### src/rtl/multicycle_ctrl_if.sv
// Control/status coupling between multicycle_ctrl (master) and the miniRISC data_path (slave).
interface multicycle_ctrl_if #(
  parameter int OPW    = 6,
  parameter int FNW    = 6,
  parameter int ALUOPW = 4,
  parameter int BROPW  = 5
);
  logic [OPW-1:0]    opcode_in;
  logic [FNW-1:0]    func_in;
  logic              dmem_ack;
  logic              ir_en;
  logic              pc_en;
  logic [1:0]        reg_write;
  logic              imm_mux_ctrl;
  logic              alu_mux_ctrl;
  logic [ALUOPW-1:0] alu_op;
  logic              dmem_enable;
  logic              dmem_write_enable;
  logic [1:0]        reg_write_mux_ctrl;
  logic [BROPW-1:0]  br_op;

  modport master (
    input  opcode_in, func_in, dmem_ack,
    output ir_en, pc_en, reg_write, imm_mux_ctrl, alu_mux_ctrl, alu_op,
           dmem_enable, dmem_write_enable, reg_write_mux_ctrl, br_op
  );

  modport slave (
    output opcode_in, func_in, dmem_ack,
    input  ir_en, pc_en, reg_write, imm_mux_ctrl, alu_mux_ctrl, alu_op,
           dmem_enable, dmem_write_enable, reg_write_mux_ctrl, br_op
  );
endinterface

### src/rtl/multicycle_ctrl.sv
// Multi-cycle FETCH/DECODE/EXEC/MEM/WB sequencer driving every data_path control input.
// Latency FETCH..retire: branch 3, R/ADDI 4, SW 4+w, LW 5+w (w = MEM cycles before dmem_ack).
// Stalls in MEM until dmem_ack, halting with mem_err after MEM_TIMEOUT cycles; run gates only at retire.
module multicycle_ctrl #(
  parameter int OPW         = 6,
  parameter int FNW         = 6,
  parameter int ALUOPW      = 4,
  parameter int BROPW       = 5,
  parameter int CNT_W       = 16,
  parameter int MEM_TIMEOUT = 8
) (
  input  logic              clk,
  input  logic              rst,
  input  logic              run,
  multicycle_ctrl_if.master dp,
  output logic [2:0]        state_out,
  output logic [CNT_W-1:0]  retired,
  output logic              illegal,
  output logic              mem_err
);
  typedef enum logic [2:0] {
    S_IDLE   = 3'd0,
    S_FETCH  = 3'd1,
    S_DECODE = 3'd2,
    S_EXEC   = 3'd3,
    S_MEM    = 3'd4,
    S_WB     = 3'd5,
    S_HALT   = 3'd6
  } state_t;

  localparam logic [OPW-1:0] OP_R    = OPW'(0);
  localparam logic [OPW-1:0] OP_ADDI = OPW'(1);
  localparam logic [OPW-1:0] OP_LW   = OPW'(2);
  localparam logic [OPW-1:0] OP_SW   = OPW'(3);
  localparam logic [OPW-1:0] OP_BR   = OPW'(4);
  localparam logic [OPW-1:0] OP_HALT = {OPW{1'b1}};
  localparam int TW      = $clog2(MEM_TIMEOUT + 1);
  // Only the func bits feeding alu_op or br_op need to be held past DECODE.
  localparam int FN_KEEP = (ALUOPW > BROPW - 1) ? ALUOPW : BROPW - 1;

  state_t              state_q, state_d;
  logic [OPW-1:0]      op_q;
  logic [FN_KEEP-1:0]  fn_q;
  logic [TW-1:0]       tmo_q;
  logic                retire;
  logic                legal_in, halt_in;
  logic                is_r, is_addi, is_lw, is_sw, is_br;
  logic [ALUOPW-1:0]   dec_alu_op;
  logic                dec_alu_mux, dec_imm;
  logic [1:0]          dec_rwmux, dec_dest;

  assign legal_in  = dp.opcode_in inside {OP_R, OP_ADDI, OP_LW, OP_SW, OP_BR, OP_HALT};
  assign halt_in   = (dp.opcode_in == OP_HALT);
  assign is_r      = (op_q == OP_R);
  assign is_addi   = (op_q == OP_ADDI);
  assign is_lw     = (op_q == OP_LW);
  assign is_sw     = (op_q == OP_SW);
  assign is_br     = (op_q == OP_BR);
  assign state_out = state_q;

  always_ff @(posedge clk) begin
    if (rst) begin
      state_q <= S_IDLE;
      op_q    <= '0;
      fn_q    <= '0;
      tmo_q   <= '0;
      retired <= '0;
      illegal <= 1'b0;
      mem_err <= 1'b0;
    end else begin
      state_q <= state_d;
      if (state_q == S_DECODE) begin
        op_q <= dp.opcode_in;
        fn_q <= dp.func_in[FN_KEEP-1:0];
        if (!legal_in) illegal <= 1'b1;
      end
      // Held at zero outside MEM, so every MEM entry starts a fresh count.
      tmo_q <= (state_q == S_MEM) ? tmo_q + 1'b1 : '0;
      if (state_q == S_MEM && state_d == S_HALT) mem_err <= 1'b1;
      if (retire) retired <= retired + 1'b1;
    end
  end

  always_comb begin
    dec_alu_op  = '0;
    dec_alu_mux = 1'b0;
    dec_imm     = 1'b0;
    dec_rwmux   = 2'b00;
    dec_dest    = 2'b00;
    if (is_r) begin
      dec_alu_op = fn_q[ALUOPW-1:0];
      dec_rwmux  = 2'b10;
      dec_dest   = 2'b01;
    end
    if (is_addi) begin
      dec_alu_mux = 1'b1;
      dec_rwmux   = 2'b10;
      dec_dest    = 2'b01;
    end
    if (is_lw) begin
      dec_alu_mux = 1'b1;
      dec_imm     = 1'b1;
      dec_rwmux   = 2'b01;
      dec_dest    = 2'b10;
    end
    if (is_sw) begin
      dec_alu_mux = 1'b1;
      dec_imm     = 1'b1;
    end
  end

  always_comb begin
    state_d                  = state_q;
    retire                   = 1'b0;
    dp.ir_en                 = 1'b0;
    dp.reg_write             = 2'b00;
    dp.imm_mux_ctrl          = 1'b0;
    dp.alu_mux_ctrl          = 1'b0;
    dp.alu_op                = '0;
    dp.dmem_enable           = 1'b0;
    dp.dmem_write_enable     = 1'b0;
    dp.reg_write_mux_ctrl    = 2'b00;
    dp.br_op                 = '0;
    if (state_q inside {S_EXEC, S_MEM, S_WB}) begin
      dp.alu_op             = dec_alu_op;
      dp.alu_mux_ctrl       = dec_alu_mux;
      dp.imm_mux_ctrl       = dec_imm;
      dp.reg_write_mux_ctrl = dec_rwmux;
    end
    case (state_q)
      S_IDLE:   if (run) state_d = S_FETCH;
      S_FETCH: begin
        dp.ir_en = 1'b1;
        state_d  = S_DECODE;
      end
      S_DECODE: state_d = (!legal_in || halt_in) ? S_HALT : S_EXEC;
      S_EXEC: begin
        if (is_br) begin
          dp.br_op = {1'b1, fn_q[BROPW-2:0]};
          retire   = 1'b1;
        end else if (is_lw || is_sw) begin
          state_d = S_MEM;
        end else begin
          state_d = S_WB;
        end
      end
      S_MEM: begin
        dp.dmem_enable       = 1'b1;
        dp.dmem_write_enable = is_sw;
        // An ack on the final allowed cycle still completes the access.
        if (dp.dmem_ack) begin
          if (is_sw) retire = 1'b1;
          else       state_d = S_WB;
        end else if (tmo_q == TW'(MEM_TIMEOUT - 1)) begin
          state_d = S_HALT;
        end
      end
      S_WB: begin
        dp.reg_write = dec_dest;
        retire       = 1'b1;
      end
      S_HALT:   state_d = S_HALT;
      default:  state_d = S_IDLE;
    endcase
    if (retire) state_d = run ? S_FETCH : S_IDLE;
    dp.pc_en = retire;
  end
endmodule
### src/flat_wrapper.sv
// flat-port wrapper written by rule: the top's interface ports become plain ports
module multicycle_ctrl_flat 
#(
  parameter int OPW         = 6,
  parameter int FNW         = 6,
  parameter int ALUOPW      = 4,
  parameter int BROPW       = 5,
  parameter int CNT_W       = 16,
  parameter int MEM_TIMEOUT = 8
)
  (clk, rst, run, state_out, retired, illegal, mem_err, dp_opcode_in, dp_func_in, dp_dmem_ack, dp_ir_en, dp_pc_en, dp_reg_write, dp_imm_mux_ctrl, dp_alu_mux_ctrl, dp_alu_op, dp_dmem_enable, dp_dmem_write_enable, dp_reg_write_mux_ctrl, dp_br_op);
  multicycle_ctrl_if #(.OPW(OPW), .FNW(FNW), .ALUOPW(ALUOPW), .BROPW(BROPW)) dp_i ();
  input  logic clk;
  input  logic rst;
  input  logic run;
  output logic [2:0] state_out;
  output logic [CNT_W-1:0] retired;
  output logic illegal;
  output logic mem_err;
  input wire logic [$bits(dp_i.opcode_in)-1:0] dp_opcode_in;
  input wire logic [$bits(dp_i.func_in)-1:0] dp_func_in;
  input wire logic [$bits(dp_i.dmem_ack)-1:0] dp_dmem_ack;
  output wire logic [$bits(dp_i.ir_en)-1:0] dp_ir_en;
  output wire logic [$bits(dp_i.pc_en)-1:0] dp_pc_en;
  output wire logic [$bits(dp_i.reg_write)-1:0] dp_reg_write;
  output wire logic [$bits(dp_i.imm_mux_ctrl)-1:0] dp_imm_mux_ctrl;
  output wire logic [$bits(dp_i.alu_mux_ctrl)-1:0] dp_alu_mux_ctrl;
  output wire logic [$bits(dp_i.alu_op)-1:0] dp_alu_op;
  output wire logic [$bits(dp_i.dmem_enable)-1:0] dp_dmem_enable;
  output wire logic [$bits(dp_i.dmem_write_enable)-1:0] dp_dmem_write_enable;
  output wire logic [$bits(dp_i.reg_write_mux_ctrl)-1:0] dp_reg_write_mux_ctrl;
  output wire logic [$bits(dp_i.br_op)-1:0] dp_br_op;
  assign dp_i.opcode_in = dp_opcode_in;
  assign dp_i.func_in = dp_func_in;
  assign dp_i.dmem_ack = dp_dmem_ack;
  assign dp_ir_en = dp_i.ir_en;
  assign dp_pc_en = dp_i.pc_en;
  assign dp_reg_write = dp_i.reg_write;
  assign dp_imm_mux_ctrl = dp_i.imm_mux_ctrl;
  assign dp_alu_mux_ctrl = dp_i.alu_mux_ctrl;
  assign dp_alu_op = dp_i.alu_op;
  assign dp_dmem_enable = dp_i.dmem_enable;
  assign dp_dmem_write_enable = dp_i.dmem_write_enable;
  assign dp_reg_write_mux_ctrl = dp_i.reg_write_mux_ctrl;
  assign dp_br_op = dp_i.br_op;
  multicycle_ctrl #(.OPW(OPW), .FNW(FNW), .ALUOPW(ALUOPW), .BROPW(BROPW), .CNT_W(CNT_W), .MEM_TIMEOUT(MEM_TIMEOUT)) u_core (.clk(clk), .rst(rst), .run(run), .dp(dp_i), .state_out(state_out), .retired(retired), .illegal(illegal), .mem_err(mem_err));
endmodule
### config.mk
export PLATFORM = sky130hd
export DESIGN_NAME = multicycle_ctrl_flat
export DESIGN_NICKNAME = d
export VERILOG_FILES = /design/src/rtl/multicycle_ctrl_if.sv /design/src/rtl/multicycle_ctrl.sv /design/src/flat_wrapper.sv
export SDC_FILE = /design/constraint.sdc
export NUM_CORES = 1
export LEC_CHECK = 0
export ABC_AREA = 1
export CORE_ASPECT_RATIO = 0.5
export CORE_MARGIN = 5
export CORE_UTILIZATION = 54
export CTS_BUF_LIST = sky130_fd_sc_hd__clkbuf_4
export DETAILED_ROUTE_END_ITERATION = 8
export PLACE_DENSITY = 0.88
export SLEW_MARGIN = 5
export SYNTH_ARGS = -nofsm -noshare
export SYNTH_HDL_FRONTEND = slang
export SYNTH_SLANG_ARGS = --single-unit
export TNS_END_PERCENT = 1
### constraint.sdc
create_clock -name clk -period 3.8 [get_ports clk]
set_clock_uncertainty 0.1 [all_clocks]
set_input_delay 0.38 -clock clk [delete_from_list [all_inputs] [get_ports clk]]
set_output_delay 0.38 -clock clk [all_outputs]
set_load 0.01 [all_outputs]
[Word level (Yosys, flattened, before mapping)]
Cells that the tools add are included.
Storage, ports and cells
  bits in registers: 35
  input bits: 16
  output and inout port bits: 40
  logic and storage cells: 75
Operators by class
  add/sub/neg operators: 2
  eq/ne operators: 17
  mux-type cells: 36
  bitwise gates (word level): 2
  reductions and logical operators: 11
Operator list (count)
  $eq 6x2->1 const B: 4
  $mux 3: 7
  $pmux 3 s7: 1
  $mux 1: 17
  $add 16x1->16 const B: 1
  $eq 3x3->1 const B: 4
  $eq 6x1->1 const B: 2
  $eq 6x3->1 const B: 2
  $logic_not 6->1: 2
  $mux 2: 6
  $mux 5: 2
  $mux 4: 2
  $eq 3x2->1 const B: 2
  $eq 6x6->1 const B: 1
  $reduce_bool 6->1: 1
  $add 4x1->4 const B: 1
  $eq 4x3->1 const B: 1
  $eq 3x1->1 const B: 1
  $logic_not 3->1: 1
  $pmux 1 s3: 1
  $reduce_bool 3->1: 1
  $logic_or 1x1->1: 2
  $not 1->1: 2
  $reduce_and 2->1: 1
  3 further kinds: 3

[Longest topological paths before layout]
Gate-level depths: netlist of the first run.
  depth in word-level cells: 9
  depth in mapped cells: 9
  gate-level depth less buffers: 9

[Worst setup path before layout of the first run]
Ideal clock, no wire load.
  path type: register to output
  start point: register u_core.state_q[2] (netlist: u_core.state_out[2])
  end point: output dp_pc_en
  data arrival time: 1.191 ns
  required time: 3.320 ns
  slack: 2.129 ns
  stages on the path, launching flop included: 6
  path buffers: 1
  path through: dfxtp_1 > nand3_2 > nor2_2 > nand2_2 > nand2_4 > buf_12
On the way
  word-level cells in the longest chain between the ends: 2
  elaborated cells on any way between the ends: 4
  classes of those cells: eq/ne (3); mux (1)
RTL lines
  start: declaration: RTL line multicycle_ctrl.sv:41  | state_t state_q, state_d;
  start signal: assignment: RTL line multicycle_ctrl.sv:71  | state_q <= state_d;
  $eq 3x3->1 / $eq 3x2->1 (equally long branches): RTL line multicycle_ctrl.sv:130  | case (state_q)
  $pmux 1 s3 (*): RTL line multicycle_ctrl.sv:130
  end: declaration: RTL line flat_wrapper.sv:24  | output wire logic [$bits(dp_i.pc_en)-1:0] dp_pc_en;
Every way passes the cells marked *; elsewhere a longest branch is shown, timed or not.

[Worst setup path in the final report of the first run]
  start point: register u_core.state_q[0] (netlist: u_core.state_out[0])
  end point: output dp_pc_en
The elaborated chain is that of the path after synthesis.

==> impl_metrics.py, run 1 <==
metrics = {
    "routing": {
        "detail-route-antenna-nets": 0,
        "avgRoutedWirePerCell_um": 13.1,
        "number_of_iterations_in_the_first_detailed_routing_pass": 6,
        "detail_route.iter0.violations": 125,
        "routed_via_density": 5.22,
        "vias": 2115,
        "drt-total-wl_um": 5290,
        "drc": 0,
    },
    "floorplan": {
        "num_rows": 15,
        "core_region_area_um2": 3530,
        "die_height_um": 53.4,
        "dieWidth_um": 96.9,
        "floorplan.initialDensity_pct": 57.7,
        "ios": 56,
        "design.die.area_um2": 5170,
    },
    "sta": {
        "worst_pin_slew_ns": 0.635,
        "fmax_ghz": 0.375,
        "worst_slack_ns": 1.14,
        "setup_violations": 0,
        "setup_repair_after_global_routing_missed_its_margin": "no",
        "timing_hold_violations_final": 0,
        "final.period_utilization_pct": 70.1,
        "final_period_minus_worst_setup_slack_ns": 2.66,
        "finalMaxSlewViolations": 0,
        "timing.setup.tns_ns": 0,
        "timing.max_slew.rel_slack_pct": 57.7,
    },
    "finish": {
        "n_fill_cell": 283,
        "final_layout_size_suffix_gt1_share_pct": 14.1,
        "num-nets-final": 371,
        "area_growth_syn_to_layout_pct": 32.4,
        "multi_input_area_um2": 1160,
        "seq_area_um2": 701,
        "antenna_cells": 0,
    },
    "yosys": {
        "synth_top_family_by_area": "simple AND/OR/NAND/NOR gates",
        "synth_compound_area_share_pct": 13.3,
        "post_synth.cell_area_avg_um2": 6.84,
        "synth_ff_type": "sky130_fd_sc_hd__dfxtp_1",
        "synth.area.top_cells": "sky130_fd_sc_hd__dfxtp_1 (34%), sky130_fd_sc_hd__nand2_1 (12%), sky130_fd_sc_hd__nor2_1 (8.1%)",
        "area_fraction_in_and_or_nand_and_nor_cells_after_synthesis_pct": 40.0,
        "ys_warn_count": 0,
        "synth_adder_area_share_pct": 1.23,
        "muxShareOfSynthArea_pct": 0,
        "synth.cells.most_frequent": "sky130_fd_sc_hd__nand2_1 (66), sky130_fd_sc_hd__nor2_1 (44), sky130_fd_sc_hd__dfxtp_1 (35)",
        "postSynthNetCount": 316,
        "synth.ff_latch_count": 35,
        "yosys.cell_count.top_type": "sky130_fd_sc_hd__nand2_1",
        "synth_enable_flop_cells": 0,
        "synth_async_sr_flop_share_pct": 0,
        "synth_largest_area_cell": "sky130_fd_sc_hd__dfxtp_1",
        "netlist-cell-type-count": 34,
        "synth_xor_xnor_area_share_pct": 2.58,
        "yosysSeqAreaShare_pct": 34.4,
        "yosys.area.top_type_share_pct": 34.4,
        "post_synth_inst_count": 298,
        "synth_area_um2": 2040,
    },
    "critical_path": {
        "worst_ep_arrival_time_ns": 2.18,
        "critPathKind": "reg -> out",
        "critPathLaunchType": "register",
        "type_of_element_capturing_the_critical_path": "output port",
        "required_ns": 3.32,
        "maximum_fanout_encountered_on_the_critical_timing_path": 19,
    },
    "clock_tree": {
        "clk-insertion-delay-late_ns": 0.35,
        "cts.repair_timing.setup_buffer_count": 0,
        "tritoncts": "built",
        "ctsResizeCount": 0,
        "htree_num_levels": 2,
        "cts_buffers": 5,
        "clk_pin_slew_worst_paths_ns": 0.11,
        "cts_sinks": 35,
        "clk_root_buffer_cell": "sky130_fd_sc_hd__clkbuf_4",
        "holdBufCountCts": 0,
        "ctsLongestPathBuffers": 2,
    },
    "pwr": {
        "power.ir.vdd_worst_v": 0.000230,
        "totalPowerFinal_uw": 1310,
        "power_leakage_uw": 0.000968,
        "power.density_nw_per_um2": 487,
    },
    "grt": {
        "global_route.usage.total_pct": 21.2,
        "largest_net_degree_at_the_start_of_global_routing": 20,
        "grt_pass1_vias": 1958,
        "grt_first_pass_wirelength_um": 8800,
        "antenna_found_initial": 0,
        "global_route.overflow_total": 0,
    },
    "place": {
        "detailedPlace.worstSlack_ns": 1.50,
        "dpl.hpwl_um": 3860,
        "routability_congestion_estimate": 0.871,
        "number_of_buffers_added_on_ports": 53,
    },
    "job": {
        "maxCapViolCount": 0,
    },
    "min_path": {
        "min-delay-path-class": "reg -> reg",
    },
    "run_status": {
        "run_status": "complete, no violations",
    },
}
==> worst paths after layout <==
kind	startpoint	cells after the start	slack [ns]	endpoint
worst max-delay path	u_core.state_out[0]$_SDFF_PP0_	7	1.14	dp_pc_en
worst min-delay path	u_core.mem_err$_SDFFE_PP0P_	2	0.36	u_core.mem_err$_SDFFE_PP0P_
worst max register to register	u_core.retired[0]$_SDFFE_PP0P_	7	2.06	u_core.retired[12]$_SDFFE_PP0P_
worst min register to register	u_core.mem_err$_SDFFE_PP0P_	2	0.36	u_core.mem_err$_SDFFE_PP0P_
==> power by group <==
group          internal, µW  switching [µW]
combinational           180             304
sequential              426            60.0
clock                   204             138
total                   810             502
==> cell type report <==
class	count	area share, %
Clock inverter	3	2.51
Inverter	33	4.59
Timing Repair Buffer	54	20.0
Tap cell	51	2.37
Multi-Input combinational cell	224	43.2
Sequential cell	35	26.0
Clock buffer	5	1.39
==> placed cells by master, fill, tap and decap left out, types with 2 or more instances in the layout <==
master and n:
sky130_fd_sc_hd__o21ai_0 15, sky130_fd_sc_hd__inv_1 28, sky130_fd_sc_hd__nand4_1 6, sky130_fd_sc_hd__clkdlybuf4s50_1 53, sky130_fd_sc_hd__a21oi_2 9, sky130_fd_sc_hd__ha_1 2
sky130_fd_sc_hd__a21oi_1 17, sky130_fd_sc_hd__nand2_2 12, sky130_fd_sc_hd__bufinv_16 2, sky130_fd_sc_hd__nor3_1 9, sky130_fd_sc_hd__nor2_2 6, sky130_fd_sc_hd__dfxtp_1 35
sky130_fd_sc_hd__xor2_1 3, sky130_fd_sc_hd__nor2_4 3, sky130_fd_sc_hd__nor2_1 44, sky130_fd_sc_hd__inv_2 4, sky130_fd_sc_hd__nand3_1 17, sky130_fd_sc_hd__nand3_2 2
sky130_fd_sc_hd__nand2_1 66, sky130_fd_sc_hd__xnor2_1 3, sky130_fd_sc_hd__clkbuf_4 5
==> state kept, by name, indices dropped and copies added, names as in the netlist <==
signal            flops
u_core.fn_q           4
u_core.retired       16
u_core.state_out      3
u_core.mem_err        1
u_core.op_q           6
u_core.illegal        1
u_core.tmo_q          4
==> cells by family after synthesis <==
| group | Yosys count |
|---|---|
| adders and majority gates | 2 |
| AOI/OAI and AO/OA | 45 |
| and+or+nand+nor | 171 |
| buffers and inverters | 39 |
| xor gates and xnor gates | 6 |
| DFF | 35 |
==> metrics by stage <==
stage	instances	util [%]	hold slack (ns)	instance area (µm²)
floorplan	298	-	0.318	2040
global placement	397	73.4	0.329	2590
detailed placement	397	73.4	0.347	2590
CTS	405	76.4	0.363	2700
global route	405	76.4	0.388	2700
finish	405	76.4	0.358	2700
==> layer usage <==
metal / track usage, % / share of wire [%]
met1: 23.5 / 39
met2: 40.3 / 52
met3: 5.26 / 7.0
met4: 8.16 / 1.8
met5: 0 / 0
==> worst max-delay path, cell delays in order, from the launching register on <==
cell,delay [ns]
sky130_fd_sc_hd__dfxtp_1,0.48
sky130_fd_sc_hd__nand2_2,0.13
sky130_fd_sc_hd__nor2_4,0.15
sky130_fd_sc_hd__inv_2,0.06
sky130_fd_sc_hd__nor2_4,0.10
sky130_fd_sc_hd__nor2_1,0.08
sky130_fd_sc_hd__nand2_4,0.23
sky130_fd_sc_hd__clkdlybuf4s50_1,0.59
Note: power is estimated with default switching activity, not from simulation.
==> run 2, diff against run 1 <==
- CORE_UTILIZATION: 54 -> 45
- PLACE_DENSITY: 0.88 -> 0.79
- clock period: 3.8 -> 2.4 ns (I/O delays scaled with it)
==> run 2 against run 1 <==
Effect of this change: flip-flop and latch count unchanged; hold slack got worse by 0.0018 ns; clock-buffer cell count is the same; non-clock buffer count rose by 1; power up 39%; largest cell class unchanged; clock power shrank 13%; first-iteration DRC count shrank 47%; sequential power rose by 60%.
==> impl_metrics.py, run 2 (synthesis results as in run 1) <==
metrics = {
    "run_status": {
        "run_status": "complete, no violations",
    },
    "finish": {
        "layout_common_cells": "sky130_fd_sc_hd__nand2_1 (66), sky130_fd_sc_hd__clkdlybuf4s50_1 (49), sky130_fd_sc_hd__nor2_1 (43), sky130_fd_sc_hd__dfxtp_1 (33), sky130_fd_sc_hd__inv_1 (28)",
        "area_growth_syn_to_layout_pct": 31.0,
        "largest_register_ffs": 16,
        "layout_top_registers": "u_core.retired x16, u_core.op_q x6",
        "final_cell_area_um2": 2670,
        "final_common_cell": "sky130_fd_sc_hd__nand2_1",
        "seq_area_um2": 703,
        "final_layout_size_suffix_gt1_share_pct": 15.0,
        "num-nets-final": 372,
        "final_core_utilization_pct": 60.9,
        "multi_input_area_um2": 1170,
        "n_fill_cell": 399,
        "register_containing_the_most_flip_flops_in_the_final_layout": "u_core.retired",
        "final_cell_count_no_fill": 411,
        "antenna_cells": 0,
    },
    "clock_tree": {
        "cts_sinks": 35,
        "ctsLongestPathBuffers": 2,
        "tritoncts": "built",
        "clk-insertion-delay-late_ns": 0.34,
        "clk_pin_slew_worst_paths_ns": 0.11,
        "clk_root_buffer_cell": "sky130_fd_sc_hd__clkbuf_4",
        "htree_num_levels": 2,
        "cts_buffers": 5,
    },
    "critical_path": {
        "maximum_fanout_encountered_on_the_critical_timing_path": 6,
        "reg2regPathDepth": 10,
        "critPathKind": "reg -> out",
        "timing.rr.start": "u_core.state_out[1]$_SDFF_PP0_",
        "cp_slowest_cell": "sky130_fd_sc_hd__clkdlybuf4s50_1",
        "worst_ep_arrival_time_ns": 2.00,
        "required_ns": 2.06,
        "timing.critical_path.cells": "nand2_2, nor2_4, nand4_2, nor2_1, clkdlybuf4s50_1",
        "reg2reg_setup_slack_ns": 0.67,
        "type_of_element_capturing_the_critical_path": "output port",
        "critPathLaunchType": "register",
        "worstReg2RegEnd": "u_core.retired[3]$_SDFFE_PP0P_",
        "slowest_delay_ns": 0.55,
    },
    "sta": {
        "timing.max_slew.rel_slack_pct": 68.4,
        "final_period_minus_worst_setup_slack_ns": 2.34,
        "setup_repair_after_global_routing_missed_its_margin": "yes",
        "timing_hold_violations_final": 0,
        "worst_pin_slew_ns": 0.474,
        "fmax_ghz": 0.427,
        "finalMaxSlewViolations": 0,
        "final.period_utilization_pct": 97.6,
        "setup_violations": 0,
        "worst_slack_ns": 0.0581,
    },
    "floorplan": {
        "core_region_area_um2": 4380,
        "floorplan.initialDensity_pct": 46.5,
        "ios": 56,
        "die_height_um": 57.6,
        "dieWidth_um": 105,
        "num_rows": 17,
        "design.die.area_um2": 6050,
    },
    "grt": {
        "largest_net_degree_at_the_start_of_global_routing": 19,
        "global_route.overflow_total": 0,
        "antenna_found_initial": 0,
        "grt_first_pass_wirelength_um": 8510,
        "grt_pass1_vias": 1940,
        "global_route.usage.total_pct": 16.8,
    },
    "routing": {
        "number_of_iterations_in_the_first_detailed_routing_pass": 4,
        "routed_via_density": 4.96,
        "drt-total-wl_um": 4970,
        "vias": 2038,
        "avgRoutedWirePerCell_um": 12.1,
        "detail_route.iter0.violations": 66,
        "detail-route-antenna-nets": 0,
        "drc": 0,
    },
    "place": {
        "dp_cells": 404,
        "routability_congestion_estimate": 0.865,
        "dpl.hpwl_um": 3850,
        "detailedPlace.worstSlack_ns": 0.340,
        "detailed_place.area_um2": 2610,
        "number_of_buffers_added_on_ports": 53,
    },
    "pwr": {
        "combPwrFrac_pct": 41.1,
        "power.ir.vdd_worst_v": 0.000245,
        "netSwitchingPower_uw": 756,
        "switching_share_pct": 41.3,
        "seq_power_share_pct": 42.5,
        "p_int_uw": 1070,
        "clock_power_share_pct": 16.4,
        "power.density_nw_per_um2": 685,
        "totalPowerFinal_uw": 1830,
        "power_leakage_uw": 0.00101,
    },
    "job": {
        "maxCapViolCount": 0,
    },
    "min_path": {
        "min-delay-path-class": "reg -> reg",
        "worstHoldEndpoint": "u_core.mem_err$_SDFFE_PP0P_",
        "timing.hold.worst.start": "u_core.mem_err$_SDFFE_PP0P_",
        "worstHoldPathCells": 2,
    },
}
-- run 2: per-stage QoR --
step	hold slack, ns	setup TNS, ns
6_report	0.356	0
5_1_grt	0.396	-0.0176
4_1_cts	0.364	0
3_5_place_dp	0.348	0
3_3_place_gp	0.330	0
2_1_floorplan	0.275	0
-- run 2: repair_timing --
| item | in CTS | in global routing |
|---|---|---|
| gates resized for setup | 2 | 6 |
| hold endpoints to repair | 0 | 0 |
| hold buffers | 0 | 0 |
| buffers inserted | 0 | 0 |
| setup endpoints to repair | 8 | 12 |
-- run 2: area by class of cell --
cell class                 count  share of cell area [%]
clock buffer                   5                    1.41
clock inverter                 2                   0.328
inverter                      33                    4.64
multi-input combinational    224                    43.9
sequential                    35                    26.4
tap                           57                    2.67
timing repair buffer          55                    20.7
-- run 2: worst max-delay path, delay by kind of cell (launching register included) --
family / cells / cell delay [ns]
buffers and inverters: 1 / 0.55
DFF: 1 / 0.46
and+or+nand+nor: 4 / 0.67
-- run 2: worst max path at each step --
stage | slack (ns) | from | to
floorplan | 0.87 | u_core.state_out[2]$_SDFF_PP0_ | dp_pc_en
global placement | 0.39 | u_core.state_out[2]$_SDFF_PP0_ | dp_reg_write_mux_ctrl[0]
detailed placement | 0.34 | u_core.state_out[2]$_SDFF_PP0_ | dp_alu_op[0]
CTS | 0.02 | u_core.state_out[0]$_SDFF_PP0_ | dp_br_op[0]
global route | -0.02 | u_core.state_out[1]$_SDFF_PP0_ | dp_br_op[0]
finish | 0.06 | u_core.state_out[1]$_SDFF_PP0_ | dp_br_op[0]
-- run 2: per-layer routing --
| layer | routed length (µm) | GRT usage (%) |
|---|---|---|
| met4 | 51 | 5.28 |
| met2 | 2400 | 30.1 |
| met3 | 212 | 4.41 |
| met5 | 0 | 0 |
| met1 | 2300 | 19.8 |
-- run 2: power by group through the flow --
stage / clock (µW) / sequential [µW] / combinational, µW
global route: 337 / 792 / 848
finish: 299 / 777 / 751
CTS: 314 / 771 / 753
global placement: 0 / 775 / 728
floorplan: 0 / 779 / 491
detailed placement: 0 / 783 / 746
